File: src/rtl/regfile_seq_ctrl.sv
// Multi-cycle sequencer for a 2-entry register file and ALU: accept, read, execute,
// optional write-back, done. One instruction in flight at a time.
module regfile_seq_ctrl #(
    parameter int DATA_W       = 5,
    parameter int ADDR_W       = 1,
    parameter int EXEC_TIMEOUT = 15
) (
    input  logic              clk,
    input  logic              reset,
    input  logic              instr_valid,
    output logic              instr_ready,
    input  logic [ADDR_W-1:0] instr_rs,
    input  logic [ADDR_W-1:0] instr_rd,
    input  logic              instr_wen,
    output logic [ADDR_W-1:0] rf_read_reg,
    output logic [ADDR_W-1:0] rf_write_reg,
    output logic [DATA_W-1:0] rf_write_data,
    output logic              rf_reg_write,
    input  logic [DATA_W-1:0] rf_rd1,
    input  logic [DATA_W-1:0] rf_rd2,
    output logic [DATA_W-1:0] alu_a,
    output logic [DATA_W-1:0] alu_b,
    output logic              alu_start,
    input  logic              alu_done,
    input  logic [DATA_W-1:0] alu_result,
    output logic              busy,
    output logic              timeout_err,
    output logic [7:0]        instr_count
);

    typedef enum logic [2:0] {IDLE, READ, EXEC, WB, DONE} state_t;

    // Last EXEC cycle index before giving up on alu_done.
    localparam logic [7:0] WAIT_LAST = 8'(EXEC_TIMEOUT - 1);

    state_t     state;
    logic       wen_q;
    logic [7:0] wait_cnt;

    assign instr_ready = (state == IDLE);
    assign busy        = (state != IDLE);

    always_ff @(posedge clk or posedge reset) begin
        if (reset) begin
            state         <= IDLE;
            wen_q         <= 1'b0;
            wait_cnt      <= '0;
            rf_read_reg   <= '0;
            rf_write_reg  <= '0;
            rf_write_data <= '0;
            rf_reg_write  <= 1'b0;
            alu_a         <= '0;
            alu_b         <= '0;
            alu_start     <= 1'b0;
            timeout_err   <= 1'b0;
            instr_count   <= '0;
        end else begin
            alu_start    <= 1'b0;
            rf_reg_write <= 1'b0;
            case (state)
                IDLE: begin
                    // The index outputs double as the latched rs/rd of the instruction.
                    if (instr_valid) begin
                        rf_read_reg  <= instr_rs;
                        rf_write_reg <= instr_rd;
                        wen_q        <= instr_wen;
                        state        <= READ;
                    end
                end
                READ: begin
                    alu_a     <= rf_rd1;
                    alu_b     <= rf_rd2;
                    alu_start <= 1'b1;
                    wait_cnt  <= '0;
                    state     <= EXEC;
                end
                EXEC: begin
                    // A done on the final wait cycle still completes normally.
                    if (alu_done) begin
                        rf_write_data <= alu_result;
                        if (wen_q) begin
                            rf_reg_write <= 1'b1;
                            state        <= WB;
                        end else begin
                            state <= DONE;
                        end
                    end else if (wait_cnt == WAIT_LAST) begin
                        timeout_err <= 1'b1;
                        state       <= DONE;
                    end else begin
                        wait_cnt <= wait_cnt + 8'd1;
                    end
                end
                WB: begin
                    state <= DONE;
                end
                DONE: begin
                    instr_count <= instr_count + 8'd1;
                    state       <= IDLE;
                end
                default: begin
                    state <= IDLE;
                end
            endcase
        end
    end

endmodule

File: config.mk
export PLATFORM = sky130hd
export DESIGN_NAME = regfile_seq_ctrl
export DESIGN_NICKNAME = d
export VERILOG_FILES = /design/src/rtl/regfile_seq_ctrl.sv
export SDC_FILE = /design/constraint.sdc
export NUM_CORES = 1
export LEC_CHECK = 0
export BUFFER_PORTS_ARGS = -buffer_cell sky130_fd_sc_hd__buf_4
export CAP_MARGIN = 20
export CORE_MARGIN = 2
export CORE_UTILIZATION = 30
export CTS_CLUSTER_DIAMETER = 200
export CTS_CLUSTER_SIZE = 24
export DETAILED_ROUTE_END_ITERATION = 10
export HOLD_SLACK_MARGIN = 0.05
export PLACE_DENSITY_LB_ADDON = 0.08
export SYNTH_ARGS = -nofsm -noshare
export SYNTH_HDL_FRONTEND = slang
export SYNTH_SLANG_ARGS = --single-unit
File: constraint.sdc
create_clock -name clk -period 1.9 [get_ports clk]
set_clock_uncertainty 0.1 [all_clocks]
set_input_delay 0.095 -clock clk [delete_from_list [all_inputs] [get_ports clk]]
set_output_delay 0.095 -clock clk [all_outputs]
set_load 0.05 [all_outputs]
Word-level counts from Yosys, hierarchy flattened
Cells that the tools add are included.

operators by class
  $add $sub $neg = 2
  eq/ne operators = 9
  multiplexer cells = 12
  bitwise logic cells = 1
  reductions and logical operators = 8

operator list
  operator               number
  $add A8 B1 Y8 const B  2
  $mux W8                2
  $pmux W8 S2            1
  $mux W3                4
  $pmux W3 S4            1
  $eq A8 B4 Y1 const B   1
  $eq A3 B2 Y1 const B   2
  $ne A2 B2 Y1 const B   3
  $reduce_and A2 Y1      3
  $reduce_and A3 Y1      2
  $mux W1                4
  $eq A3 B1 Y1 const B   1
  $eq A3 B3 Y1 const B   1
  $logic_not A3 Y1       1
  $ne A3 B3 Y1 const B   1
  $reduce_bool A3 Y1     1
  $reduce_bool A2 Y1     1
  $not A1 Y1             1

word-level totals
  flip-flop bits (word level) = 40
  output and inout bits = 30

Logic depth before layout (Yosys ltp)
Gate-level depths: netlist of run 1.

  depth after elaboration = 4
  depth in mapped cells = 6

Worst setup path after synthesis of run 1
No wires, ideal clock.

  path type = reg2reg
  start = register state[2]
  end = register rf_read_reg
  setup time = 0.125 ns
  arrival time = 2.277 ns
  path slack = -0.601 ns
  cell stages (with the launch flop) = 4
  path buffers = 0
  clock period less this slack = 2.501 ns
  path through = dfrtp_1 -> nor3_1 -> nand2_1 -> mux2_2

between the ends
  longest elaborated chain between the ends = 2

ends and longest elaborated chain
  what                                RTL line  RTL
  from (decl)                         36        state_t state;
  from (signal assigned)              45        state <= IDLE;
  from (signal assigned)              67        state <= READ;
  from (signal assigned)              75        state <= EXEC;
  $logic_not A3 Y1                    -
  via instr_ready                     11        output logic instr_ready,
  $reduce_and A2 Y1 (no source line)  -
  to (signal assigned)                64        rf_read_reg <= instr_rs;
  to (decl)                           15        output logic [ADDR_W-1:0] rf_read_reg,

The timed path passes the listed nets, and every way through them passes these cells.
A chain may end at the register's enable or synchronous reset.

Worst setup path in the final report of run 1
  start = register wait_cnt[0]
  end = register wait_cnt[7]

between the ends
  longest elaborated chain between the ends = 4
  elaborated cells between the ends (all ways) = 7
  those cells by class = add/sub: 1; eq/ne: 2; mux: 3; reduce/logical: 1

ends and longest elaborated chain
  what                    RTL line  RTL
  from (decl)             38        logic [7:0] wait_cnt;
  from (signal assigned)  91        wait_cnt <= wait_cnt + 8'd1;
  $add A8 B1 Y8           91
  $mux W8                 87        end else if (wait_cnt == WAIT_LAST) begin
  $mux W8                 79        if (alu_done) begin
  $pmux W8 S2             60        case (state)

Parallel ways exist; a longest one is shown, timed or not. The select of a mux whose other input is x is not followed.

==> impl_metrics.ini, run 1 <==
[placement]
worst_slack_placed_ns = 0.143
post_place_cell_area_mm2 = 0.00224
placedCellCount = 279
port_buffers = 51
detailed_place_hpwl_um = 2660
globalplace.congestion = 0.756

[timing]
finalHoldViolations = 0
worst-slew-pin-transition_ns = 0.362
post-route-period-util_pct = 91.2
setup_ws_ns = 0.168
max_freq_ghz = 0.577
setup_viol = 0
maxSlewHeadroom_pct = 75.9
setup_repair_after_global_routing_missed_its_margin = false
setup_total_neg_slack_ns = 0
finalMaxSlewViolations = 0
finalWorstPathRequiredPeriod_ns = 1.73

[clock_tree]
cts.sinks = 40
clk_transition_reported_paths_ns = 0.08
post_cts.resized_instances = 0
clock_latency_ns = 0.29
cts_htree_levels = 2
cts_root_buf = clkbuf_8
tritoncts = done
hold_buffers = 21
numCtsBuffers = 5
max_root_sink_buffers = 2
postCtsSetupRepairBufs = 0

[yosys]
synthDominantAreaCellType = dfrtp_1
post_synth_inst_count = 153
synthesis.area_per_instance_um2 = 11.3
synth_top_area_share_pct = 57.9
ys_async_sr_fraction_pct = 100
synth.net_count = 178
ys_dominant_reg_cell = dfrtp_1
synth_enable_flop_cells = 0
yosysMostFrequentCell = nand2_1
netlist-cell-type-count = 30
synth.ff_latch_count = 40
synth.cell_area_mm2 = 0.00173
yosys-top-cells-area = dfrtp_1 58%, nand2_1 9.1%, mux2_2 6.5%, xnor2_1 2.5%, ha_1 2.2%
synth-warning-count = 0
synth_seq_area_share_pct = 57.9
ys_top_cells_by_count = 42 x nand2_1, 40 x dfrtp_1, 10 x mux2_2, 7 x nand3_1

[worst_setup_path]
worst_ep_arrival_time_ns = 1.81
worstPathRequired_ns = 1.98
timing.setup.critical_path_class = flip-flop to flip-flop
crit_path_end_kind = flip-flop
worst_setup_path_start_kind = flip-flop
critical_path_peak_fanout = 8

[hold_path]
hp-class = input port to async pin

[die]
die-width_um = 79.9
start_util_pct = 31.2
fp.coreArea_mm2 = 0.00554
vertical_extent_of_the_die_um = 79.9
std_cell_rows = 27
ioPinCount = 52
design.die.area_mm2 = 0.00638

[cells_and_area]
post_route_cells_drive_above_1_share_pct = 34.5
ff_latch_area_mm2 = 0.00100
final_util_pct = 45.8
reg.largest.list = instr_count (8), wait_cnt (8)
n_antenna_cell = 0
design_area_mm2 = 0.00254
num-nets-final = 260
area_of_combinational_cells_with_multiple_inputs_um2 = 703
n_fill_cell = 531
synthToLayoutAreaGrowth_pct = 46.8
final-instance-count-excl-fill = 307

[status]
run_status = finished, final reports clean

[drt]
first_pass_iters = 4
vias_per_inst = 4.49
drt_iter0_drc = 18
drc_errors = 0
num_vias = 1379
detail_route.wl_per_cell_um = 12.5
finalWirelength_um = 3830
drtAntennaViolNets = 0

[power]
cellPowerDensity_mw_per_mm2 = 1620
power_leakage_nw = 1.27
vdd_drop_max_uv = 651

[global_route]
global_route.usage.total_pct = 13.1
antenna_found_initial = 0
global_route_wire_length_before_repair_um = 6450
grt_max_degree = 23
overflow = 0
first_global_vias = 1419

[flow_run]
maxCapViolations = 0
## where the power goes
group	switching (mW)	internal [mW]	total, mW
clock	0.285	0.248	0.534
combinational	1.43	0.745	2.17
sequential	0.251	1.14	1.39
total	1.96	2.14	4.10
## logic make-up after synthesis
family / synth area share [%]
AND/OR/NAND/NOR: 21.7
flip-flops: 57.9
multiplexers: 8.26
buffers and inverters: 2.03
AO/OA/AOI/OAI: 3.84
XOR/XNOR: 4.06
adder cells (fa/ha/maj): 2.17
## path summary, 6_finish.rpt
check / startpoint / depth (start not counted) / slack (ns) / end
max reg2reg: wait_cnt[0] / 6 / 0.17 / wait_cnt[7]
max: wait_cnt[0] / 6 / 0.17 / wait_cnt[7]
min reg2reg: instr_count[7] / 1 / 0.38 / instr_count[7]
min in group clk: instr_count[7] / 1 / 0.38 / instr_count[7]
max in group asynchronous: reset / 4 / 1.15 / state[2]
min: reset / 4 / 0.30 / alu_start
## metal layers
metal,routed length (um),vias to the layer above,GRT usage (%)
met5,0,-,0
met4,99,0,5.93
met3,176,14,3.28
met2,1980,33,22.6
met1,1580,650,15.3
li1,-,682,-
## through the flow
step                      total power, mW  hold slack [ns]
final                                4.10            0.298
after global routing                 4.36            0.334
after CTS                            4.16            0.302
after detailed placement             3.57           0.0669
after global placement               3.54           0.0556
after floorplan                      2.89            0.100
## final cells by class
| type | count | area share (%) |
|---|---|---|
| clock buffer | 5 | 2.71 |
| clock inverter | 2 | 0.493 |
| inverter | 6 | 0.888 |
| multi-input combinational | 104 | 27.7 |
| sequential | 40 | 39.5 |
| tap | 72 | 3.55 |
| timing repair buffer | 78 | 25.2 |
## critical path: stages, from the launching register on
cell and delay [ns]:
dfrtp_1 0.43, inv_1 0.07, ha_1 0.14, nand4b_1 0.18
o21a_4 0.29, and3_1 0.17, a221o_1 0.25
## layout by cell type (no fill, tap or decap), types with 2 or more instances in the layout
cell	n
mux2_2	10
dfrtp_1	40
and4_1	2
dlygate4sd3_1	21
xor2_1	3
nand2_1	42
ha_1	3
xnor2_1	5
a221o_1	2
o21ai_0	3
nor2_1	6
buf_4	57
clkbuf_8	5
nand3_1	7
mux2i_1	3
inv_1	6
and3_1	4
No activity file was read; power rests on OpenSTA's default activity.
==> run 2, diff against run 1 <==
CORE_UTILIZATION = 50   (was 30)
GPL_TIMING_DRIVEN = 0   (was unset)
==> impl_metrics.ini, run 2 (same netlist as run 1, synthesis figures left out) <==
[clock_tree]
max_root_sink_buffers = 2
clk_transition_reported_paths_ns = 0.12
tritoncts = done
cts.sinks = 40
clock_latency_ns = 0.35
cts_root_buf = clkbuf_4
numCtsBuffers = 5
cts_htree_levels = 2

[power]
cellPowerDensity_mw_per_mm2 = 1620
power_leakage_nw = 1.26
switchingPower_mw = 1.97
cell_internal_pwr_mw = 2.06
vdd_drop_max_uv = 1010
power.switching_fraction_pct = 48.8
power_frac_seq_pct = 34.5
power_frac_clock_pct = 11.4
combinationalPowerShare_pct = 54.1
design_power_total_mw = 4.03

[drt]
detail_route.wl_per_cell_um = 12.5
num_vias = 1370
vias_per_inst = 4.86
drc_errors = 0
first_pass_iters = 4
drtAntennaViolNets = 0
drt_iter0_drc = 41
finalWirelength_um = 3530

[timing]
setup_viol = 0
max_freq_ghz = 0.545
worst-slew-pin-transition_ns = 0.813
finalWorstPathRequiredPeriod_ns = 1.84
finalHoldViolations = 0
finalMaxSlewViolations = 0
setup_ws_ns = 0.0649
maxSlewHeadroom_pct = 45.7
post-route-period-util_pct = 96.6

[status]
run_status = finished, final reports clean

[die]
fp.coreArea_mm2 = 0.00334
ioPinCount = 52
design.die.area_mm2 = 0.00394
std_cell_rows = 21
die-width_um = 62.8
vertical_extent_of_the_die_um = 62.8
start_util_pct = 51.8

[cells_and_area]
mostFrequentLayoutCell = buf_4
n_fill_cell = 226
most-common-layout-cells = 54 x buf_4, 42 x nand2_1, 40 x dfrtp_1
num-nets-final = 260
synthToLayoutAreaGrowth_pct = 43.9
n_antenna_cell = 0
post_route_cells_drive_above_1_share_pct = 33.9
reg.largest.list = instr_count (8), wait_cnt (8)

[global_route]
overflow = 0
global_route_wire_length_before_repair_um = 6020
first_global_vias = 1393
global_route.usage.total_pct = 19.4
grt_max_degree = 41
antenna_found_initial = 0

[placement]
detailed_place_hpwl_um = 2240
port_buffers = 51
globalplace.congestion = 0.710
worst_slack_placed_ns = 0.0619

[worst_setup_path]
worst_setup_path_start_kind = flip-flop
worst_ep_arrival_time_ns = 1.97
crit_path_end_kind = flip-flop
critical_path_peak_fanout = 8
worstPathRequired_ns = 2.04
timing.setup.critical_path_class = flip-flop to flip-flop

[flow_run]
maxCapViolations = 0

[hold_path]
hp-class = input port to async pin
## run 2: power by group through the flow
stage	clock [mW]	combinational [mW]	sequential (mW)
CTS	0.473	2.15	1.39
global placement	0	2.09	1.39
detailed placement	0	2.11	1.41
global route	0.515	2.32	1.43
floorplan	0	0.700	2.19
finish	0.459	2.18	1.39
## run 2: metrics by stage
| stage | setup TNS, ns | hold slack (ns) | cells | util, % | area (um2) |
|---|---|---|---|---|---|
| floorplan | 0 | 0.100 | 153 | - | 1740 |
| global placement | 0 | 0.186 | 250 | 65.3 | 2180 |
| detailed placement | 0 | 0.190 | 250 | 65.3 | 2180 |
| CTS | 0 | 0.355 | 279 | 73.5 | 2450 |
| global route | -0.0251 | 0.366 | 282 | 74.5 | 2490 |
| finish | 0 | 0.345 | 282 | 74.5 | 2490 |
## run 2: timing repair
item,CTS,global route
endpoints found under the setup margin,0,1
hold buffers,21,0
hold endpoints to repair,61,0
resized for setup,0,2
buffers inserted,0,3
## run 2: worst paths after layout
check                            start  slack [ns]  depth (start not counted)          end
hold / removal                   reset        0.35                          3     alu_b[0]
hold reg to reg            timeout_err        0.39                          2  timeout_err
min in group clk             rf_rd2[2]        0.37                          4     alu_b[2]
max in group asynchronous        reset        0.83                          3     alu_a[4]
setup reg to reg           wait_cnt[0]        0.06                          6  wait_cnt[3]
setup / recovery           wait_cnt[0]        0.06                          6  wait_cnt[3]
## run 2: critical path, cell delays in order, from the launching register on
cell and delay (ns):
dfrtp_1 0.44, inv_1 0.08, ha_1 0.14, nand4b_1 0.24, o21a_4 0.32, and3_1 0.17
a221o_1 0.25
## run 2: metal layers
layer	global-route usage, %	up-vias	routed length [um]
met2	33.3	39	1720
met3	5.77	6	191
met4	5.83	0	43
met5	0	-	0
li1	-	680	-
met1	23.7	645	1570
## run 2: final cells by class
| class | instances | area (um2) | share of cell area, % |
|---|---|---|---|
| flip-flops and latches | 40 | 1000 | 40.3 |
| clock buffers | 7 | 55.1 | 2.21 |
| multi-input cells | 104 | 714 | 28.7 |
| plain buffers | 3 | 12.5 | 0.503 |
| well taps | 46 | 57.6 | 2.32 |
| clock inverters | 1 | 7.51 | 0.302 |
| inverters | 6 | 22.5 | 0.906 |
| repair buffers | 75 | 616 | 24.8 |
==> run 3, diff against run 2 <==
PLACE_DENSITY = 0.81   (was unset)
PLACE_DENSITY_LB_ADDON = unset   (was 0.08)
==> impl_metrics.ini, run 3 (same netlist as run 1, synthesis figures left out) <==
[die]
vertical_extent_of_the_die_um = 62.8
design.die.area_mm2 = 0.00394
fp.coreArea_mm2 = 0.00334
start_util_pct = 51.8
std_cell_rows = 21
die-width_um = 62.8
ioPinCount = 52

[power]
power_leakage_nw = 1.26
design_power_total_mw = 4.17
cellPowerDensity_mw_per_mm2 = 1670
vdd_drop_max_uv = 1190

[worst_setup_path]
worst_ep_arrival_time_ns = 2.01
timing.critical_path.buf_inv = 1
critical_path_peak_fanout = 8
crit_slowest_cell = dfrtp_1
worstPathRequired_ns = 2.05
critPathTopFamily = compound AO/OA/AOI/OAI gates
crit_path_end_kind = flip-flop
timing.setup.critical_path_class = flip-flop to flip-flop
worst_path_largest_cell_delay_ns = 0.45
worstPathCellList = inv_1, ha_1, nand4b_1, o21a_4, and3_1, a221o_1
worst_setup_path_start_kind = flip-flop

[cells_and_area]
final_util_pct = 74.7
post_route_cells_drive_above_1_share_pct = 34.0
synthToLayoutAreaGrowth_pct = 44.2
n_antenna_cell = 0
final-instance-count-excl-fill = 281
reg.largest.list = instr_count (8), wait_cnt (8)
design_area_mm2 = 0.00249
num-nets-final = 259
mostFrequentLayoutCell = buf_4
most-common-layout-cells = 53 x buf_4, 42 x nand2_1, 40 x dfrtp_1

[status]
run_status = finished, final reports clean

[timing]
maxSlewHeadroom_pct = 46.8
finalHoldWorstSlack_ns = 0.325
finalWorstPathRequiredPeriod_ns = 1.86
setup_repair_after_global_routing_missed_its_margin = true
setup_ws_ns = 0.0360
finalMaxSlewViolations = 0
setup_total_neg_slack_ns = 0
post-route-period-util_pct = 98.1
setup_viol = 0
finalHoldViolations = 0
max_freq_ghz = 0.536
worst-slew-pin-transition_ns = 0.797

[drt]
num_vias = 1432
detail_route.wl_per_cell_um = 14.5
first_pass_iters = 4
drtAntennaViolNets = 0
drt_iter0_drc = 100
finalWirelength_um = 4080
drc_errors = 0
vias_per_inst = 5.10

[clock_tree]
clk_transition_reported_paths_ns = 0.13
cts_root_buf = clkbuf_4
cts_htree_levels = 2
numCtsBuffers = 5
clock_latency_ns = 0.36
cts.sinks = 40
max_root_sink_buffers = 2
tritoncts = done

[flow_run]
maxCapViolations = 0

[placement]
port_buffers = 51
post_place_cell_area_mm2 = 0.00218
placedCellCount = 250
detailed_place_hpwl_um = 2470
globalplace.congestion = 0.784
worst_slack_placed_ns = 0.0592

[global_route]
overflow = 0
met2_usage_pct = 36.6
groute.layer.met1.usage_pct = 25.9
gr-max-usage-layer = met2
grt_use_met3_pct = 5.05
antenna_found_initial = 0
global_route_wire_length_before_repair_um = 6510
global_route.usage.total_pct = 21.9
first_global_vias = 1411
grt_max_degree = 41

[hold_path]
hp-class = input port to async pin
[run 3: changes by cell type in the layout (fill, tap and decap cells not counted)]
cell	before	now
buf_4	54	53
bufinv_16	0	1
clkbuf_1	3	2
clkbuf_8	1	0
clkinv_2	0	1
mux2_2	9	10
mux2_4	1	0
[run 3: layout make-up]
type,count,area (um2)
Timing Repair Buffer,74,608
Inverter,6,22.5
Multi-Input combinational cell,104,711
Buffer,3,12.5
Sequential cell,40,1000
Tap cell,46,57.6
Clock buffer,5,37.5
Fill cell,223,845
Clock inverter,3,42.5
[run 3: report_power, final]
part / switching (mW) / internal (mW) / total [mW]
sequential: 0.273 / 1.14 / 1.41
combinational: 1.46 / 0.725 / 2.18
clock: 0.296 / 0.274 / 0.570
total: 2.03 / 2.14 / 4.17
[run 3: tightest hold or removal path: cells and delay by family]
kind                   cells  cell delay, ns
buffers and inverters      3            1.23
[run 3: final timing paths]
path,from,endpoint,slack [ns],depth (start not counted)
max,wait_cnt[0],wait_cnt[7],0.04,6
min,reset,alu_start,0.33,3
max reg2reg,wait_cnt[0],wait_cnt[7],0.04,6
min reg2reg,instr_count[7],instr_count[7],0.38,1
max in group asynchronous,reset,state[0],0.85,3
min in group clk,rf_rd1[3],alu_a[3],0.36,4
[run 3: repair_timing]
item	in CTS	in global routing
gates resized for setup	0	1
buffers inserted	0	2
setup endpoints to repair	0	2
endpoints found under the hold margin	61	0
hold buffers	21	0
[run 3: routing by layer]
metal  up-vias  share of wire (%)
met5         -                  0
met4         0                3.5
met3        14                3.7
met2        36                 51
met1       705                 42
li1        677                  -
